### src/rtl/cordic_pkg.sv
`default_nettype none
// ============================================================================
//  Module      : cordic_pkg
//  Description : Shared constants, FSM state type and arctangent table for
//                the iterative CORDIC sine engine. All fixed-point constants
//                are signed Q2.13 unless noted otherwise.
//  Revision    : 1.0 - initial release
// ============================================================================
package cordic_pkg;

    // Build-time defaults for the engine
    localparam int DATA_W_DFLT = 16;
    localparam int GUARD_DFLT  = 2;
    localparam int ITER_DFLT   = 14;

    // Width of the internal x/y/z registers and of the atan table entries
    localparam int ATAN_W      = DATA_W_DFLT + GUARD_DFLT;

    // Iteration index width (covers up to 16 iterations)
    localparam int IDX_W       = 4;

    // Q2.13 constants
    localparam logic signed [DATA_W_DFLT-1:0] PI      = 16'sh6488;
    localparam logic signed [DATA_W_DFLT-1:0] HALF_PI = 16'sh3244;
    localparam logic signed [DATA_W_DFLT-1:0] ONE     = 16'sh2000;
    // CORDIC gain compensation 1/An, pre-loaded into x
    localparam logic signed [DATA_W_DFLT-1:0] K_INIT  = 16'sh136F;

    typedef enum logic [1:0] {
        ST_IDLE   = 2'd0,
        ST_ROTATE = 2'd1,
        ST_DONE   = 2'd2
    } state_t;

    // atan(2^-i) in Q2.15 (13 fractional bits plus the guard bits)
    function automatic logic signed [ATAN_W-1:0] atan_lut(input logic [IDX_W-1:0] i);
        logic signed [ATAN_W-1:0] v;
        case (i)
            4'd0:    v = ATAN_W'(25736);
            4'd1:    v = ATAN_W'(15193);
            4'd2:    v = ATAN_W'(8027);
            4'd3:    v = ATAN_W'(4075);
            4'd4:    v = ATAN_W'(2045);
            4'd5:    v = ATAN_W'(1024);
            4'd6:    v = ATAN_W'(512);
            4'd7:    v = ATAN_W'(256);
            4'd8:    v = ATAN_W'(128);
            4'd9:    v = ATAN_W'(64);
            4'd10:   v = ATAN_W'(32);
            4'd11:   v = ATAN_W'(16);
            4'd12:   v = ATAN_W'(8);
            4'd13:   v = ATAN_W'(4);
            4'd14:   v = ATAN_W'(2);
            4'd15:   v = ATAN_W'(1);
            default: v = '0;
        endcase
        return v;
    endfunction

endpackage
`default_nettype wire

### src/rtl/cordic_atan_rom.sv
`default_nettype none
// ============================================================================
//  Module      : cordic_atan_rom
//  Description : Combinational iteration-index to atan(2^-i) lookup feeding
//                the angle (z) accumulator of the CORDIC engine.
//  Ports       : i_idx  - iteration index
//                o_atan - atan(2^-i_idx), signed Q2.(13+guard)
//  Revision    : 1.0 - initial release
// ============================================================================
module cordic_atan_rom
    import cordic_pkg::*;
#(
    parameter int OUT_W = ATAN_W
) (
    input  logic [IDX_W-1:0]        i_idx,
    output logic signed [OUT_W-1:0] o_atan
);

    assign o_atan = OUT_W'(atan_lut(i_idx));

endmodule
`default_nettype wire

### src/rtl/cordic_sine.sv
`default_nettype none
// ============================================================================
//  Module      : cordic_sine
//  Description : Iterative rotation-mode CORDIC computing sin(Angle_i).
//                One rotation per clock, Start/Done handshake, one result
//                per request. Angles beyond +/-pi are clamped, angles beyond
//                +/-pi/2 are folded back into the convergence range.
//  Ports       : Clk_i   - clock, rising edge
//                Rst_i   - asynchronous reset, active low
//                Angle_i - signed angle in radians, Q2.13
//                Start_i - request, sampled only while idle
//                Sine_o  - signed sine, Q2.13, held until the next result
//                Cos_o   - signed cosine, Q2.13 (only with COS_OUT_EN)
//                Done_o  - one-cycle pulse, results valid
//  Options     : COS_OUT_EN - define to add the Cos_o output
//  Revision    : 1.0 - initial release
// ============================================================================
module cordic_sine
    import cordic_pkg::*;
#(
    parameter int DATA_W = DATA_W_DFLT,
    parameter int ITER   = ITER_DFLT,
    parameter int GUARD  = GUARD_DFLT
) (
    input  logic              Clk_i,
    input  logic              Rst_i,
    input  logic [DATA_W-1:0] Angle_i,
    input  logic              Start_i,
    output logic [DATA_W-1:0] Sine_o,
`ifdef COS_OUT_EN
    output logic [DATA_W-1:0] Cos_o,
`endif
    output logic              Done_o
);

    localparam int                       c_IW    = DATA_W + GUARD;
    localparam logic [IDX_W-1:0]         c_LAST  = IDX_W'(ITER - 1);
    localparam logic signed [c_IW-1:0]   c_K     = $signed({K_INIT, {GUARD{1'b0}}});
    localparam logic signed [c_IW:0]     c_RND   = (c_IW+1)'(1) <<< (GUARD - 1);
    localparam logic signed [c_IW:0]     c_ONE_W = (c_IW+1)'(ONE);

    state_t r_state;
    state_t w_state_nxt;
    logic   w_load;
    logic   w_step;
    logic   w_finish;

    logic signed [c_IW-1:0]   r_x;
    logic signed [c_IW-1:0]   r_y;
    logic signed [c_IW-1:0]   r_z;
    logic [IDX_W-1:0]         r_iter;
    logic signed [DATA_W-1:0] r_sine;
    logic                     r_done;

    logic signed [DATA_W-1:0] w_ang;
    logic signed [DATA_W-1:0] w_clamp;
    logic signed [DATA_W-1:0] w_z_fold;
    logic signed [c_IW-1:0]   w_z_init;
    logic signed [c_IW-1:0]   w_atan;
    logic signed [c_IW-1:0]   w_x_sh;
    logic signed [c_IW-1:0]   w_y_sh;
    logic signed [c_IW-1:0]   w_x_nxt;
    logic signed [c_IW-1:0]   w_y_nxt;
    logic signed [c_IW-1:0]   w_z_nxt;
    logic                     w_neg;

    // Drop the guard bits with round-half-up and clip to +/-1.0
    function automatic logic signed [DATA_W-1:0] round_sat(input logic signed [c_IW-1:0] v);
        logic signed [c_IW:0] t;
        logic signed [c_IW:0] sh;
        t  = {v[c_IW-1], v} + c_RND;
        sh = t >>> GUARD;
        if (sh > c_ONE_W) begin
            return DATA_W'(ONE);
        end else if (sh < -c_ONE_W) begin
            return -DATA_W'(ONE);
        end else begin
            return DATA_W'(sh);
        end
    endfunction

    // ------------------------------------------------------------------------
    // Input conditioning: clamp to +/-pi, then fold into +/-pi/2 using
    // sin(pi-a) = sin(a) and sin(-pi-a) = sin(a). No intermediate can leave
    // the DATA_W range once the clamp is applied.
    // ------------------------------------------------------------------------
    assign w_ang = Angle_i;

    always_comb begin
        w_clamp = w_ang;
        if (w_ang > PI) begin
            w_clamp = PI;
        end else if (w_ang < -PI) begin
            w_clamp = -PI;
        end

        w_z_fold = w_clamp;
        if (w_clamp > HALF_PI) begin
            w_z_fold = PI - w_clamp;
        end else if (w_clamp < -HALF_PI) begin
            w_z_fold = -PI - w_clamp;
        end
    end

    assign w_z_init = $signed({w_z_fold, {GUARD{1'b0}}});

    // ------------------------------------------------------------------------
    // Rotation step; both cross terms use the pre-update x and y.
    // z = 0 rotates in the positive direction.
    // ------------------------------------------------------------------------
    cordic_atan_rom #(
        .OUT_W (c_IW)
    ) u_atan_rom (
        .i_idx  (r_iter),
        .o_atan (w_atan)
    );

    assign w_neg   = r_z[c_IW-1];
    assign w_x_sh  = r_x >>> r_iter;
    assign w_y_sh  = r_y >>> r_iter;
    assign w_x_nxt = w_neg ? (r_x + w_y_sh) : (r_x - w_y_sh);
    assign w_y_nxt = w_neg ? (r_y - w_x_sh) : (r_y + w_x_sh);
    assign w_z_nxt = w_neg ? (r_z + w_atan) : (r_z - w_atan);

    // ------------------------------------------------------------------------
    // Control FSM
    // ------------------------------------------------------------------------
    always_ff @(posedge Clk_i or negedge Rst_i) begin
        if (!Rst_i) begin
            r_state <= ST_IDLE;
        end else begin
            r_state <= w_state_nxt;
        end
    end

    always_comb begin
        w_state_nxt = r_state;
        w_load      = 1'b0;
        w_step      = 1'b0;
        w_finish    = 1'b0;
        case (r_state)
            ST_IDLE: begin
                if (Start_i) begin
                    w_load      = 1'b1;
                    w_state_nxt = ST_ROTATE;
                end
            end
            ST_ROTATE: begin
                w_step = 1'b1;
                if (r_iter == c_LAST) begin
                    w_state_nxt = ST_DONE;
                end
            end
            ST_DONE: begin
                w_finish    = 1'b1;
                w_state_nxt = ST_IDLE;
            end
            default: begin
                w_state_nxt = ST_IDLE;
            end
        endcase
    end

    // ------------------------------------------------------------------------
    // Datapath and result registers. The result is captured on the edge that
    // leaves DONE, so Done_o is high for the first idle cycle.
    // ------------------------------------------------------------------------
    always_ff @(posedge Clk_i or negedge Rst_i) begin
        if (!Rst_i) begin
            r_x    <= '0;
            r_y    <= '0;
            r_z    <= '0;
            r_iter <= '0;
            r_sine <= '0;
            r_done <= 1'b0;
        end else begin
            r_done <= w_finish;
            if (w_load) begin
                r_x    <= c_K;
                r_y    <= '0;
                r_z    <= w_z_init;
                r_iter <= '0;
            end else if (w_step) begin
                r_x    <= w_x_nxt;
                r_y    <= w_y_nxt;
                r_z    <= w_z_nxt;
                r_iter <= r_iter + IDX_W'(1);
            end
            if (w_finish) begin
                r_sine <= round_sat(r_y);
            end
        end
    end

    assign Sine_o = r_sine;
    assign Done_o = r_done;

`ifdef COS_OUT_EN
    // Folding mirrors the angle across +/-pi/2, which flips the cosine sign
    logic                     w_fold;
    logic                     r_fold;
    logic signed [DATA_W-1:0] w_cos_abs;
    logic signed [DATA_W-1:0] r_cos;

    assign w_fold    = (w_clamp > HALF_PI) || (w_clamp < -HALF_PI);
    assign w_cos_abs = round_sat(r_x);

    always_ff @(posedge Clk_i or negedge Rst_i) begin
        if (!Rst_i) begin
            r_fold <= 1'b0;
            r_cos  <= '0;
        end else begin
            if (w_load) begin
                r_fold <= w_fold;
            end
            if (w_finish) begin
                r_cos <= r_fold ? -w_cos_abs : w_cos_abs;
            end
        end
    end

    assign Cos_o = r_cos;
`endif

endmodule
`default_nettype wire

### config.mk
export PLATFORM = sky130hd
export DESIGN_NAME = cordic_sine
export DESIGN_NICKNAME = d
export VERILOG_FILES = /design/src/rtl/cordic_pkg.sv /design/src/rtl/cordic_atan_rom.sv /design/src/rtl/cordic_sine.sv
export SDC_FILE = /design/constraint.sdc
export NUM_CORES = 1
export LEC_CHECK = 0
export BUFFER_PORTS_ARGS = -buffer_cell sky130_fd_sc_hd__buf_4
export CORE_MARGIN = 2
export CORE_UTILIZATION = 54
export CTS_BUF_LIST = sky130_fd_sc_hd__clkbuf_4 sky130_fd_sc_hd__clkbuf_8
export CTS_CLUSTER_SIZE = 10
export DETAILED_ROUTE_END_ITERATION = 8
export GPL_ROUTABILITY_DRIVEN = 0
export PLACE_DENSITY = 0.71
export RECOVER_POWER = 25
export SYNTH_ARGS = -nofsm -noshare
export SYNTH_HDL_FRONTEND = slang
export SYNTH_SLANG_ARGS = --single-unit
### constraint.sdc
create_clock -name Clk_i -period 6.58 [get_ports Clk_i]
set_input_delay 0.329 -clock Clk_i [delete_from_list [all_inputs] [get_ports Clk_i]]
set_output_delay 0.329 -clock Clk_i [all_outputs]
set_load 0.02 [all_outputs]
==> flow_summary.toml <==
[synthesis]
seq_area_frac_synth_pct = 19.8
yosysUniqueCellTypes = 78
synthArstFlopShare_pct = 100
synth_ff_type = "dfrtp_1"
synth_edf_count = 0
synthCells = 1247
ys_ff_latch = 77
syn_area_um2 = 9740
synth_area_per_cell_um2 = 7.81
yosys_warnings = 0
synth_nets = 1335

[final_layout]
drive_gt1_share_pct = 9.97
area_growth_pct = 5.30
fillers = 1670
fin_nets = 1317
layout.cells.most_common = "nand2_1"
instances_no_fill = 1463
final_area_um2 = 10300
final_cell_mix = "130 x nand2_1, 108 x nor2_1, 108 x o21ai_0, 98 x a21oi_1, 76 x dfrtp_1"
diodes = 0
finish.utilization_pct = 57.5

[critical_path]
cp_top_family = "compound AO/OA/AOI/OAI gates"
startpoint_type = "flop"
max_stage_delay_ns = 0.87
worstPathRequired_ns = 6.90
critPathArrivalTime_ns = 5.96
cp-end-kind = "flop"
crit_fanout = 30
path_common_cell = "nor2_1"
cp_cell_sequence = "buf_4 -> mux4_2 -> and2_1 -> a311oi_1 -> o211ai_2 -> nor2_1 -> and2_1 -> nor2_1 -> xnor2_1 -> ha_1 -> nor2_1 -> a21oi_1 -> nand4_1 -> o21ai_0 -> a211oi_1 -> or3_1 -> o21ai_0 -> xnor2_1 -> or3_1 -> o21ai_1"
cp_num_buf_inv = 1
cp_slowest_cell = "dfrtp_2"
worstSetupPathType = "flop to flop"

[timing]
period_needed_ns = 5.64
max_freq_ghz = 0.177
rsz0062_at_grt = "no"
finalSetupTns_ns = 0
fin_crit_sh_pct = 85.7
drv_slew = 58
clock-skew-final_ns = 0.0150
hold_viol_final = 0
relSlewSlack_pct = -111
setup_viol = 0
worstMarginPinSlew_ns = 3.16

[drt]
ant_nets = 0
drc = 0
drt-initial-drc-count = 814
wire_per_inst_um = 18.1
vias = 9319
firstDrtPassIters = 5
vias_per_cell = 6.37
routed_wl_um = 26500

[run_status]
failed_checks = "max-capacitance violations, max-slew violations"
run_status = "finished, violations left"

[cts]
numCtsBuffers = 9
root_buffer = "clkbuf_8"
clk_path_buf_depth = 2
clkTransAtPathRegs_ns = 0.10
clock-sinks = 77
clock_latency_ns = 0.39
cts_tree = "yes"
postCtsSetupBuffers = 0
ctsResizeCount = 0
htreeDepth = 3

[grt]
grt_pass1_vias = 8763
grt.total_usage_pct = 27.9
antenna_found_initial = 0
grt_pass1_wl_um = 44200
overflow = 0
grt_max_degree = 58

[floorplan]
num_rows = 49
coreArea_um2 = 17800
die_y_um = 138
dieArea_um2 = 19100
die_w_um = 138
start_util_pct = 54.6
ios = 36

[place]
dpl.hpwl_um = 19600
post-place-cells = 1446
dpl_cell_area_um2 = 10100
io_buffers = 35

[min_path]
hold_class = "primary input to flop"

[job]
max_cap_violations = 1
-- cell families (layout without fill, tap and decap cells) --
group,after synthesis,count (layout),share of synthesized area (%)
AOI/OAI and AO/OA,348,348,22.2
and+or+nand+nor,444,444,21.8
buffers and inverters,126,113,5.09
muxes,77,77,12.5
adders and majority gates,69,69,9.09
DFF,77,77,19.8
xor gates and xnor gates,106,106,9.53
-- synthesized netlist by cell type, drive strengths merged (4+ instances only) --
cell type | count | area, um2
xor2 | 45 | 394
nand4 | 6 | 37.5
nor2b | 17 | 106
o31ai | 11 | 82.6
a31oi | 19 | 119
nor2 | 109 | 409
and2 | 15 | 93.8
xnor2 | 61 | 534
or3 | 8 | 50.1
nor4 | 10 | 77.6
a211oi | 18 | 135
o21a | 7 | 52.6
o211a | 4 | 40.0
a211o | 5 | 43.8
buf | 18 | 90.1
clkbuf | 66 | 248
mux2 | 17 | 203
a21boi | 5 | 37.5
nand2b | 19 | 119
o21bai | 4 | 30.0
o22ai | 8 | 50.1
o21ai | 109 | 546
nand3 | 42 | 210
mux2i | 27 | 270
and3 | 18 | 113
ha | 66 | 826
o41ai | 6 | 60.1
inv | 42 | 158
dfrtp | 77 | 1930
mux4 | 33 | 743
or2 | 6 | 37.5
nor3 | 49 | 245
a21o | 9 | 67.6
nand2 | 130 | 488
a41oi | 4 | 35.0
a21oi | 98 | 490
o211ai | 7 | 57.6
-- what timing repair did --
item | CTS | global route
hold buffers | 1 | 0
endpoints found under the hold margin | 20 | 0
endpoints found under the setup margin | 0 | 0
-- metrics by stage --
step	setup slack [ns]	hold WS, ns
floorplan	1.84	0.0334
global route	0.475	0.264
finish	0.941	0.257
detailed placement	1.02	0.222
global placement	1.10	0.219
CTS	0.964	0.246
-- state kept, by name, summed over array words and instances (netlist names) --
signal and cells:
Done_o 1, r_iter 4, Sine_o 16, r_z 18, r_y 18, r_x 18, r_state 2
-- metal layers --
metal / part of all wire (%) / vias to the layer above / track usage, %
li1: - / 4504 / -
met1: 44 / 4434 / 37.5
met2: 46 / 313 / 45.2
met3: 6.1 / 68 / 3.95
met4: 4.0 / 0 / 11.6
met5: 0 / - / 0
-- cell type report --
class	instances	area [um2]	area share (%)
multi-input cells	1044	7330	71.4
clock buffers	9	124	1.21
clock inverters	7	91.3	0.890
repair buffers	55	344	3.35
well taps	229	287	2.79
inverters	42	158	1.54
flip-flops and latches	77	1930	18.8
-- final timing paths --
path / startpoint / endpoint / slack (ns) / cells after the start
min in group asynchronous: Rst_i / Sine_o[8] / 0.65 / 2
worst max-delay path: r_iter[0] / r_y[17] / 0.94 / 20
worst min register to register: Sine_o[0] / Sine_o[0] / 0.48 / 2
max in group asynchronous: Rst_i / r_iter[0] / 2.13 / 3
worst max register to register: r_iter[0] / r_y[17] / 0.94 / 20
worst min-delay path: Angle_i[0] / r_z[2] / 0.26 / 3
-- worst min-delay path, stage by stage --
cell	delay [ns]
buf_4	0.12
nand2_1	0.08
a21oi_1	0.08
Power is not shown: default switching activity piles up to over one toggle a cycle in this logic, so the estimate is an artifact.
